$ cat config.mk
export PLATFORM = sky130hd
export DESIGN_NAME = sram_arbiter
export DESIGN_NICKNAME = d
export VERILOG_FILES = /design/src/rtl/sram_arb_pkg.sv /design/src/rtl/sram_arb_fifo.sv /design/src/rtl/sram_arbiter.sv
export SDC_FILE = /design/constraint.sdc
export NUM_CORES = 1
export LEC_CHECK = 0
export BUFFER_PORTS_ARGS = -buffer_cell sky130_fd_sc_hd__clkbuf_2
export CORE_UTILIZATION = 52
export CTS_CLUSTER_SIZE = 30
export DETAILED_ROUTE_END_ITERATION = 7
export PLACE_DENSITY = 0.8
export REMOVE_ABC_BUFFERS = 1
export SYNTH_ARGS = -nofsm -noshare
export SYNTH_HDL_FRONTEND = slang
export SYNTH_SLANG_ARGS = --single-unit
$ cat constraint.sdc
create_clock -name clock -period 2.41 [get_ports clock]
set_input_delay 0.482 -clock clock [delete_from_list [all_inputs] [get_ports clock]]
set_output_delay 0.482 -clock clock [all_outputs]
set_load 0.03 [all_outputs]
$ cat src/rtl/sram_arb_pkg.sv
`default_nettype none
// ============================================================================
// sram_arb_pkg : shared FSM state type and default geometry for sram_arbiter
// Revision 1.0
// ============================================================================
package sram_arb_pkg;

   localparam int c_SRAM_AW      = 19;
   localparam int c_SRAM_DW      = 8;
   localparam int c_SRAM_FIFO_LG = 2;
   localparam int c_SRAM_WS      = 2;
   localparam int c_SRAM_RL      = 2;

   typedef enum logic [2:0] {
      S_IDLE   = 3'd0,
      S_WSETUP = 3'd1,
      S_WPULSE = 3'd2,
      S_WHOLD  = 3'd3,
      S_READ   = 3'd4,
      S_ACK    = 3'd5
   } arb_state_t;

endpackage
`default_nettype wire

$ cat src/rtl/sram_arb_fifo.sv
`default_nettype none
// ============================================================================
// sram_arb_fifo : small synchronous FIFO, same-cycle push/pop even when full
// Revision 1.0
// ============================================================================
module sram_arb_fifo #(
   parameter int W  = 27,
   parameter int LG = 2
) (
   input  logic         clk,
   input  logic         rst_n,
   input  logic         i_push,
   input  logic         i_pop,
   input  logic [W-1:0] i_din,
   output logic [W-1:0] o_dout,
   output logic         o_full,
   output logic         o_empty
);

   localparam int c_DEPTH = 1 << LG;

   logic [W-1:0]  r_mem [c_DEPTH];
   logic [LG-1:0] r_wr;
   logic [LG-1:0] r_rd;
   logic [LG:0]   r_cnt;
   logic          w_do_push;
   logic          w_do_pop;

   assign o_empty   = (r_cnt == '0);
   assign o_full    = (r_cnt == (LG+1)'(c_DEPTH));
   assign o_dout    = r_mem[r_rd];
   assign w_do_pop  = i_pop && !o_empty;
   // A pop in the same cycle frees the slot, so a full FIFO still accepts.
   assign w_do_push = i_push && (!o_full || w_do_pop);

   always_ff @(posedge clk or negedge rst_n) begin
      if (!rst_n) begin
         r_wr  <= '0;
         r_rd  <= '0;
         r_cnt <= '0;
      end else begin
         if (w_do_push) r_wr <= r_wr + 1'b1;
         if (w_do_pop)  r_rd <= r_rd + 1'b1;
         case ({w_do_push, w_do_pop})
            2'b10:   r_cnt <= r_cnt + 1'b1;
            2'b01:   r_cnt <= r_cnt - 1'b1;
            default: r_cnt <= r_cnt;
         endcase
      end
   end

   always_ff @(posedge clk) begin
      if (w_do_push) r_mem[r_wr] <= i_din;
   end

endmodule
`default_nettype wire

$ cat src/rtl/sram_arbiter.sv
`default_nettype none
// ============================================================================
// sram_arbiter : shares one async SRAM between the ROM download stream
//                (buffered, top priority) and the CPU req/ack port
// Revision 1.0
// ============================================================================
module sram_arbiter
   import sram_arb_pkg::*;
#(
   parameter int AW      = c_SRAM_AW,
   parameter int DW      = c_SRAM_DW,
   parameter int FIFO_LG = c_SRAM_FIFO_LG,
   parameter int WS      = c_SRAM_WS,
   parameter int RL      = c_SRAM_RL
) (
   input  logic          clock,
   input  logic          reset,
   input  logic          init,
   input  logic          iniW,
   input  logic [AW-1:0] iniA,
   input  logic [DW-1:0] iniD,
   input  logic          cpuReq,
   input  logic          cpuWe,
   input  logic [AW-1:0] cpuA,
   input  logic [DW-1:0] cpuD,
   output logic [DW-1:0] cpuQ,
   output logic          cpuAck,
   output logic          busy,
   output logic          ovf,
   output logic [AW-1:0] sramA,
   output logic [DW-1:0] sramD,
   output logic          sramDe,
   input  logic [DW-1:0] sramQ,
   output logic          sramWe,
   output logic          sramOe
);

   localparam int         c_CW    = $clog2(((WS > RL) ? WS : RL) + 1);
   localparam logic [c_CW-1:0] c_WS_M1 = c_CW'(WS - 1);
   localparam logic [c_CW-1:0] c_RL_M1 = c_CW'(RL - 1);

   arb_state_t     r_state;
   arb_state_t     w_state_nxt;
   logic [c_CW-1:0] r_cnt;
   logic [c_CW-1:0] w_cnt_nxt;
   logic           w_pop;
   logic           w_take_cpu;
   logic           w_fifo_full;
   logic           w_fifo_empty;
   logic [AW+DW-1:0] w_fifo_dout;
   logic           w_in_write;

   logic           r_pend_v;
   logic           r_pend_we;
   logic [AW-1:0]  r_pend_a;
   logic [DW-1:0]  r_pend_d;
   logic           r_svc;
   logic           r_op_dl;
   logic           r_op_we;
   logic [AW-1:0]  r_op_a;
   logic [DW-1:0]  r_op_d;

   sram_arb_fifo #(
      .W  (AW + DW),
      .LG (FIFO_LG)
   ) u_fifo (
      .clk     (clock),
      .rst_n   (reset),
      .i_push  (iniW),
      .i_pop   (w_pop),
      .i_din   ({iniA, iniD}),
      .o_dout  (w_fifo_dout),
      .o_full  (w_fifo_full),
      .o_empty (w_fifo_empty)
   );

   assign w_in_write = (r_state == S_WSETUP) || (r_state == S_WPULSE) || (r_state == S_WHOLD);

   always_comb begin
      w_state_nxt = r_state;
      w_cnt_nxt   = r_cnt;
      w_pop       = 1'b0;
      w_take_cpu  = 1'b0;
      case (r_state)
         S_IDLE: begin
            if (!w_fifo_empty) begin
               w_pop       = 1'b1;
               w_state_nxt = S_WSETUP;
            end else if (r_pend_v) begin
               w_take_cpu = 1'b1;
               if (r_pend_we) begin
                  w_state_nxt = S_WSETUP;
               end else begin
                  w_state_nxt = S_READ;
                  w_cnt_nxt   = c_RL_M1;
               end
            end
         end
         S_WSETUP: begin
            w_state_nxt = S_WPULSE;
            w_cnt_nxt   = c_WS_M1;
         end
         S_WPULSE: begin
            if (r_cnt == '0) w_state_nxt = S_WHOLD;
            else             w_cnt_nxt   = r_cnt - 1'b1;
         end
         S_WHOLD:  w_state_nxt = r_op_dl ? S_IDLE : S_ACK;
         S_READ: begin
            if (r_cnt == '0) w_state_nxt = S_ACK;
            else             w_cnt_nxt   = r_cnt - 1'b1;
         end
         S_ACK:    w_state_nxt = S_IDLE;
         default:  w_state_nxt = S_IDLE;
      endcase
   end

   always_ff @(posedge clock or negedge reset) begin
      if (!reset) begin
         r_state <= S_IDLE;
         r_cnt   <= '0;
      end else begin
         r_state <= w_state_nxt;
         r_cnt   <= w_cnt_nxt;
      end
   end

   // Single pending slot; new requests are ignored until the current one is acked.
   always_ff @(posedge clock or negedge reset) begin
      if (!reset) begin
         r_pend_v  <= 1'b0;
         r_pend_we <= 1'b0;
         r_pend_a  <= '0;
         r_pend_d  <= '0;
         r_svc     <= 1'b0;
         r_op_dl   <= 1'b0;
         r_op_we   <= 1'b0;
         r_op_a    <= '0;
         r_op_d    <= '0;
      end else begin
         if (w_take_cpu) begin
            r_pend_v <= 1'b0;
         end else if (cpuReq && !r_pend_v && !r_svc) begin
            r_pend_v  <= 1'b1;
            r_pend_we <= cpuWe;
            r_pend_a  <= cpuA;
            r_pend_d  <= cpuD;
         end
         if (w_take_cpu)             r_svc <= 1'b1;
         else if (r_state == S_ACK)  r_svc <= 1'b0;
         if (w_pop) begin
            r_op_dl <= 1'b1;
            r_op_we <= 1'b1;
            r_op_a  <= w_fifo_dout[AW+DW-1:DW];
            r_op_d  <= w_fifo_dout[DW-1:0];
         end else if (w_take_cpu) begin
            r_op_dl <= 1'b0;
            r_op_we <= r_pend_we;
            r_op_a  <= r_pend_a;
            r_op_d  <= r_pend_d;
         end
      end
   end

   // Pins follow the state one cycle later, so every SRAM control is a flop output.
   always_ff @(posedge clock or negedge reset) begin
      if (!reset) begin
         cpuQ   <= '0;
         cpuAck <= 1'b0;
         busy   <= 1'b1;
         ovf    <= 1'b0;
         sramA  <= '0;
         sramD  <= '0;
         sramDe <= 1'b0;
         sramWe <= 1'b1;
         sramOe <= 1'b1;
      end else begin
         sramDe <= w_in_write;
         sramWe <= (r_state != S_WPULSE);
         sramOe <= (r_state != S_READ);
         cpuAck <= (r_state == S_ACK);
         if ((r_state == S_ACK) && !r_op_we) cpuQ <= sramQ;
         if (r_state != S_IDLE) begin
            sramA <= r_op_a;
            sramD <= r_op_d;
         end
         if (iniW && w_fifo_full && !w_pop) ovf <= 1'b1;
         busy <= !init || !w_fifo_empty || (r_op_dl && w_in_write);
      end
   end

endmodule
`default_nettype wire

After elaboration in Yosys (flattened, before gate mapping):

Memories as Yosys holds them, arrays and structs flattened.
Cells that the tools add are included.

* register bits after elaboration: 112
* RAM bits: 108
* input port bits: 68
* output and inout bits: 41
* word-level logic and storage cells: 112
* memories kept: 1

Memory list
* u_fifo.r_mem: depth 4, bits a word 27, read ports 1, clocked after Yosys merged registers in 0, wr ports 1, line sram_arb_fifo.sv:22 `logic [W-1:0] r_mem [c_DEPTH];`

* $add $sub $neg: 5
* equality and inequality tests: 17
* multiplexer cells: 32
* bitwise gates (word level): 1
* reduce and logical (&&, ||, !) cells: 33

Operators with widths (number)
* $mux 19: 2
* $mux 3: 6
* $mux 8: 2
* $mux 1: 15
* $pmux 3 s5: 1
* $eq 3x3->1 const B: 3
* $logic_and 1x1->1: 8
* $mux 2: 4
* $ne 2x2->1 const B: 4
* $reduce_bool 2->1: 4
* $logic_not 1->1: 7
* $eq 3x2->1 const B: 2
* $logic_not 3->1: 2
* $ne 3x3->1 const B: 2
* $pmux 2 s3: 1
* $pmux 3 s2: 1
* $reduce_bool 3->1: 2
* $logic_or 1x1->1: 5
* $reduce_and 5->1: 1
* $add 2x1->2 const B: 2
* $ne 2x1->1 const B: 2
* $add 3x1->3 const B: 1
* $eq 3x1->1 const B: 1
* $ne 3x2->1 const B: 1
* other kinds (9): 9

Longest topological paths before layout:

* depth after elaboration: 8
* gate-level depth with buffers: 10

Hierarchy:

A second synthesis with hierarchy kept.

* cells, all modules: 573
* area, all modules: 8829.7 µm²

By module, submodules not included
* sram_arbiter: instances 1, cells an instance 378, area an instance 4419.2 µm²
* sram_arb_fifo: instances 1, cells an instance 195, area an instance 4410.5 µm²

Worst setup path before layout:

OpenSTA, ideal clock, no wires.

* path type: flip-flop to flip-flop
* from: register r_state[2]
* to: memory u_fifo.r_mem[0][0], enable pin
* library setup time: 386 ps
* arrival: 1863 ps
* path slack: 160 ps
* cell stages (with the launch flop): 5
* path buffers: 1
* clock period less this slack: 2250 ps
* cell sequence: dfrtp_1 buf_2 or3_4 a31oi_4 and2_1

* cells in the longest elaborated chain, start to end: 7

Ends and longest elaborated chain
* from (decl): line sram_arbiter.sv:42 `arb_state_t r_state;`
* from (signal assigned): line sram_arbiter.sv:122 `r_state <= w_state_nxt;`
* $logic_not 3->1: line sram_arbiter.sv:84 `case (r_state)`
* $mux 1: line sram_arbiter.sv:84
* $logic_and 1x1->1: line sram_arb_fifo.sv:32 `assign w_do_pop = i_pop && !o_empty;`
* $logic_or 1x1->1: line sram_arb_fifo.sv:34 `assign w_do_push = i_push && (!o_full || w_do_pop);`
* $logic_and 1x1->1: line sram_arb_fifo.sv:34
* $mux 1: line sram_arb_fifo.sv:53 `if (w_do_push) r_mem[r_wr] <= i_din;`
* $mux 1 (implied by the code): line sram_arb_fifo.sv:53
* to (decl): line sram_arb_fifo.sv:22

No other way between the ends.

Worst setup path after layout:

* from: register r_state[0]
* to: register u_fifo.r_cnt[1]

* cells in the longest elaborated chain, start to end: 7
* elaborated cells on any way between the ends: 9
* those cells by class: eq/ne: 2; mux: 2; reduce/logical: 5

Ends and longest elaborated chain
* $logic_not 3->1 *: line sram_arbiter.sv:84
* $mux 1 *: line sram_arbiter.sv:84
* $logic_and 1x1->1 *: line sram_arb_fifo.sv:32
* $logic_or 1x1->1: line sram_arb_fifo.sv:34
* $logic_and 1x1->1: line sram_arb_fifo.sv:34
* $eq 2x1->1 / $eq 2x2->1 (equally long branches): line sram_arb_fifo.sv:44 `case ({w_do_push, w_do_pop})`
* $pmux 3 s2 / $reduce_bool 2->1 (equally long branches)
* to (signal assigned): line sram_arb_fifo.sv:45 `2'b10: r_cnt <= r_cnt + 1'b1;`
* to (signal assigned): line sram_arb_fifo.sv:46 `2'b01: r_cnt <= r_cnt - 1'b1;`
* to (signal assigned): line sram_arb_fifo.sv:47 `default: r_cnt <= r_cnt;`
* to (decl): line sram_arb_fifo.sv:25 `logic [LG:0] r_cnt;`

Every way passes the cells marked *; elsewhere a longest branch is shown, timed or not.
A chain may end at the register's enable or synchronous reset.

==> results.sh <==
export IMPL_outcome="finished, final reports clean"
export IMPL_worst_slew_slack_as_a_fraction_of_its_limit_pct=52.7
export IMPL_fin_skew_ns=0.00734
export IMPL_grt_pass1_wl_mm=28.6
export IMPL_instance_area_at_placement_mm2=0.00958
export IMPL_min_period_over_period_pct=93.2
export IMPL_drt_pass1_iterations=4
export IMPL_worst_path_largest_cell_delay_ns=0.44
export IMPL_yosysTopAreaCellShare_pct=37.3
export IMPL_critPathCapture="u_fifo.r_cnt[1]"
export IMPL_synth_area_per_cell_um2=15.5
export IMPL_worst_pin_slew_ns=0.702
export IMPL_synth_lib_cells_used_distinct=49
export IMPL_p_leak_nw=4.29
export IMPL_die_width_um=131
export IMPL_irDropWorstVdd_v=0.000662
export IMPL_layout_cell_area_non_filler_mm2=0.0104
export IMPL_critPathRequiredTime_ns=2.82
export IMPL_fin_ws_ns=0.164
export IMPL_place_port_buffers=108
export IMPL_syn_instance_count=562
export IMPL_worstHoldPathType="input pin to flop"
export IMPL_core_area_mm2=0.0161
export IMPL_synth_edff_count=108
export IMPL_r2r_end="u_fifo.r_cnt[1]"
export IMPL_die_h_um=131
export IMPL_tritoncts_num_buffers=22
export IMPL_critPathSlowestCell="sky130_fd_sc_hd__fa_1"
export IMPL_buffering_stage_count_on_the_worst_path_with_inverters_included=2
export IMPL_synth_top_cells_by_area="sky130_fd_sc_hd__edfxtp_1 37%, sky130_fd_sc_hd__dfrtp_1 31%, sky130_fd_sc_hd__mux4_2 7.0%"
export IMPL_viasPerCell=5.60
export IMPL_cts_sinks=220
export IMPL_setup_violations_final=0
export IMPL_tritoncts_clock_tree="built"
export IMPL_ctsLongestPathBuffers=3
export IMPL_place_worst_setup_slack_ns=0.277
export IMPL_layout_area_seq_mm2=0.00605
export IMPL_drt_antenna_violating_nets=0
export IMPL_placement_rows=46
export IMPL_totalNegativeSetupSlack_ns=0
export IMPL_critical_path_cell_chain="or3_4 -> a31oi_4 -> inv_1 -> ha_1 -> inv_1 -> fa_1 -> mux2i_1"
export IMPL_grt_start_max_net_pins=57
export IMPL_finalWirelength_mm=17.7
export IMPL_critPathTopFamily="adder cells"
export IMPL_cts_post_setup_buffers_inserted=0
export IMPL_io_pins=109
export IMPL_crit_fanout=7
export IMPL_timing_rr_start="r_state[0]"
export IMPL_timing_reg2reg_setup_slack_ns=0.16
export IMPL_dp_cells=876
export IMPL_antenna_violations_before_repair=1
export IMPL_htreeDepth=1
export IMPL_synth_async_sr_flop_share_pct=50.9
export IMPL_final_max_slew_viol_count=0
export IMPL_multi_input_comb_area_mm2=0.00244
export IMPL_drt_first_iter_violations=324
export IMPL_dp_hpwl_mm=11.0
export IMPL_detail_route_drc_violations=0
export IMPL_clk_transition_reported_paths_ns=0.06
export IMPL_powerDensity_mw_per_mm2=1400
export IMPL_die_area_mm2=0.0172
export IMPL_synth_warnings=0
export IMPL_reg2reg_depth=7
export IMPL_worst_setup_path_startpoint="r_state[0]"
export IMPL_cp_most_frequent_cell="sky130_fd_sc_hd__inv_1"
export IMPL_initial_utilization_pct=53.9
export IMPL_insertion_delay_ns=0.49
export IMPL_finalWorstPathRequiredPeriod_ns=2.25
export IMPL_number_of_synthesized_register_bits=220
export IMPL_crit_arrival_ns=2.65
export IMPL_grt_overflow_total=0
export IMPL_first_global_vias=5499
export IMPL_netlist_top_cells_count="109 x sky130_fd_sc_hd__dfrtp_1, 108 x sky130_fd_sc_hd__edfxtp_1, 85 x sky130_fd_sc_hd__nand2_1"
export IMPL_vias=5141
export IMPL_globalplace_congestion=0.764
export IMPL_fraction_of_final_layout_cells_with_drive_strength_greater_than_1_pct=34.2
export IMPL_path_depth=7
export IMPL_num_nets_final=760
export IMPL_timing_hold_violations_final=0
export IMPL_area_delta_synth_final_pct=19.2
export IMPL_synth_yosys_seq_area_share_pct=69.6
export IMPL_worst_setup_path_start_kind="flop"
export IMPL_crit_type="flop to flop"
export IMPL_synth_top_flop_cell="sky130_fd_sc_hd__dfrtp_1"
export IMPL_cts_root_buf="sky130_fd_sc_hd__clkbuf_16"
export IMPL_n_fill_cell=1128
export IMPL_max_freq_mhz=445
export IMPL_syn_cell_area_mm2=0.00869
export IMPL_most_used_standard_cell_by_instance_count_after_synthesis="sky130_fd_sc_hd__dfrtp_1"
export IMPL_routed_wire_length_per_instance_um=19.3
export IMPL_post_layout_nonfiller_instances=918
export IMPL_rsz0062_at_grt="no"
export IMPL_grt_use_total_pct=20.9
export IMPL_cp_end_kind="flop"
export IMPL_synth_area_leader_cell="sky130_fd_sc_hd__edfxtp_1"
export IMPL_totalPowerFinal_w=0.0145
export IMPL_cap_viol_max_count=0
## kinds of logic after synthesis
kind of cell	after synthesis	share of synthesized area (%)
AOI/OAI and AO/OA	47	3.33
adders and majority gates	7	1.09
muxes	93	15.1
DFF	220	69.6
buffers and inverters	43	2.51
xor gates and xnor gates	8	0.806
and+or+nand+nor	144	7.52
## worst register-to-register path: stages, from the launching register on
cell and delay, ns:
sky130_fd_sc_hd__dfrtp_1 0.41, sky130_fd_sc_hd__or3_4 0.43, sky130_fd_sc_hd__a31oi_4 0.29, sky130_fd_sc_hd__inv_1 0.10, sky130_fd_sc_hd__ha_1 0.23, sky130_fd_sc_hd__inv_1 0.09
sky130_fd_sc_hd__fa_1 0.44, sky130_fd_sc_hd__mux2i_1 0.17
## where the power goes
part / leakage (nW) / switching [W] / internal, W / total [W]
combinational: 1.56 / 0.00304 / 0.00207 / 0.00511
clock: 0.377 / 0.00136 / 0.00213 / 0.00349
sequential: 2.35 / 0.000633 / 0.00530 / 0.00593
## layout by cell type (no fill, tap or decap), types with 4 or more instances in the layout
| cell | count |
|---|---|
| sky130_fd_sc_hd__buf_4 | 15 |
| sky130_fd_sc_hd__mux2_2 | 36 |
| sky130_fd_sc_hd__clkbuf_1 | 4 |
| sky130_fd_sc_hd__clkbuf_16 | 24 |
| sky130_fd_sc_hd__o21ai_0 | 17 |
| sky130_fd_sc_hd__xnor2_1 | 5 |
| sky130_fd_sc_hd__dfrtp_1 | 108 |
| sky130_fd_sc_hd__ha_1 | 6 |
| sky130_fd_sc_hd__and2_1 | 5 |
| sky130_fd_sc_hd__nand3_1 | 28 |
| sky130_fd_sc_hd__nand2_1 | 85 |
| sky130_fd_sc_hd__clkbuf_8 | 7 |
| sky130_fd_sc_hd__edfxtp_1 | 108 |
| sky130_fd_sc_hd__o21ai_1 | 17 |
| sky130_fd_sc_hd__nor2_1 | 8 |
| sky130_fd_sc_hd__inv_1 | 12 |
| sky130_fd_sc_hd__clkbuf_2 | 107 |
| sky130_fd_sc_hd__buf_12 | 6 |
| sky130_fd_sc_hd__mux2i_1 | 29 |
| sky130_fd_sc_hd__mux4_2 | 27 |
## flip-flops by register name, indices dropped and copies added, names as in the netlist, 2 cells and up
name,flops
u_fifo.r_mem,108
r_op_a,19
r_pend_a,19
sramA,19
cpuQ,8
r_op_d,8
r_pend_d,8
sramD,8
r_state,3
u_fifo.r_cnt,3
r_cnt,2
u_fifo.r_rd,2
u_fifo.r_wr,2
## through the flow
stage                     util [%]  hold WS [ns]
after CTS                     64.2         0.181
after global placement        59.4         0.456
after detailed placement      59.4         0.456
final                         64.3         0.195
after floorplan                  -         0.186
after global routing          64.3         0.201
## metal layers
metal / wire (µm) / up-vias / track usage, % / share of wire, %
met4: 312 / 0 / 6.65 / 1.8
met3: 1060 / 29 / 4.05 / 6.0
met2: 8820 / 196 / 35.3 / 50
met1: 7550 / 2621 / 27.4 / 43
met5: 0 / - / 0 / 0
li1: - / 2295 / - / -
## timing repair
item                                   in CTS  in global routing
hold buffers                                1                  0
resized for setup                           0                  0
endpoints found under the hold margin      34                  0
## how the worst min path moves through the flow
stage	startpoint	end	slack (ns)	cells past startpoint
4_1_cts	init	busy	0.18	2
3_3_place_gp	sramA[7]	sramA[7]	0.46	2
2_1_floorplan	reset	cpuAck	0.19	0
5_1_grt	iniA[16]	u_fifo.r_mem[1][24]	0.20	1
3_5_place_dp	sramA[5]	sramA[5]	0.46	2
6_report	init	busy	0.19	2
## layout make-up
class / instances / share of cell area [%]
diodes: 1 / 0.0242
clock buffers: 35 / 6.87
clock inverters: 5 / 0.507
inverters: 13 / 0.471
multi-input cells: 299 / 23.6
flip-flops and latches: 220 / 58.4
well taps: 216 / 2.61
repair buffers: 129 / 7.51
(Power assumes the default switching activity.)
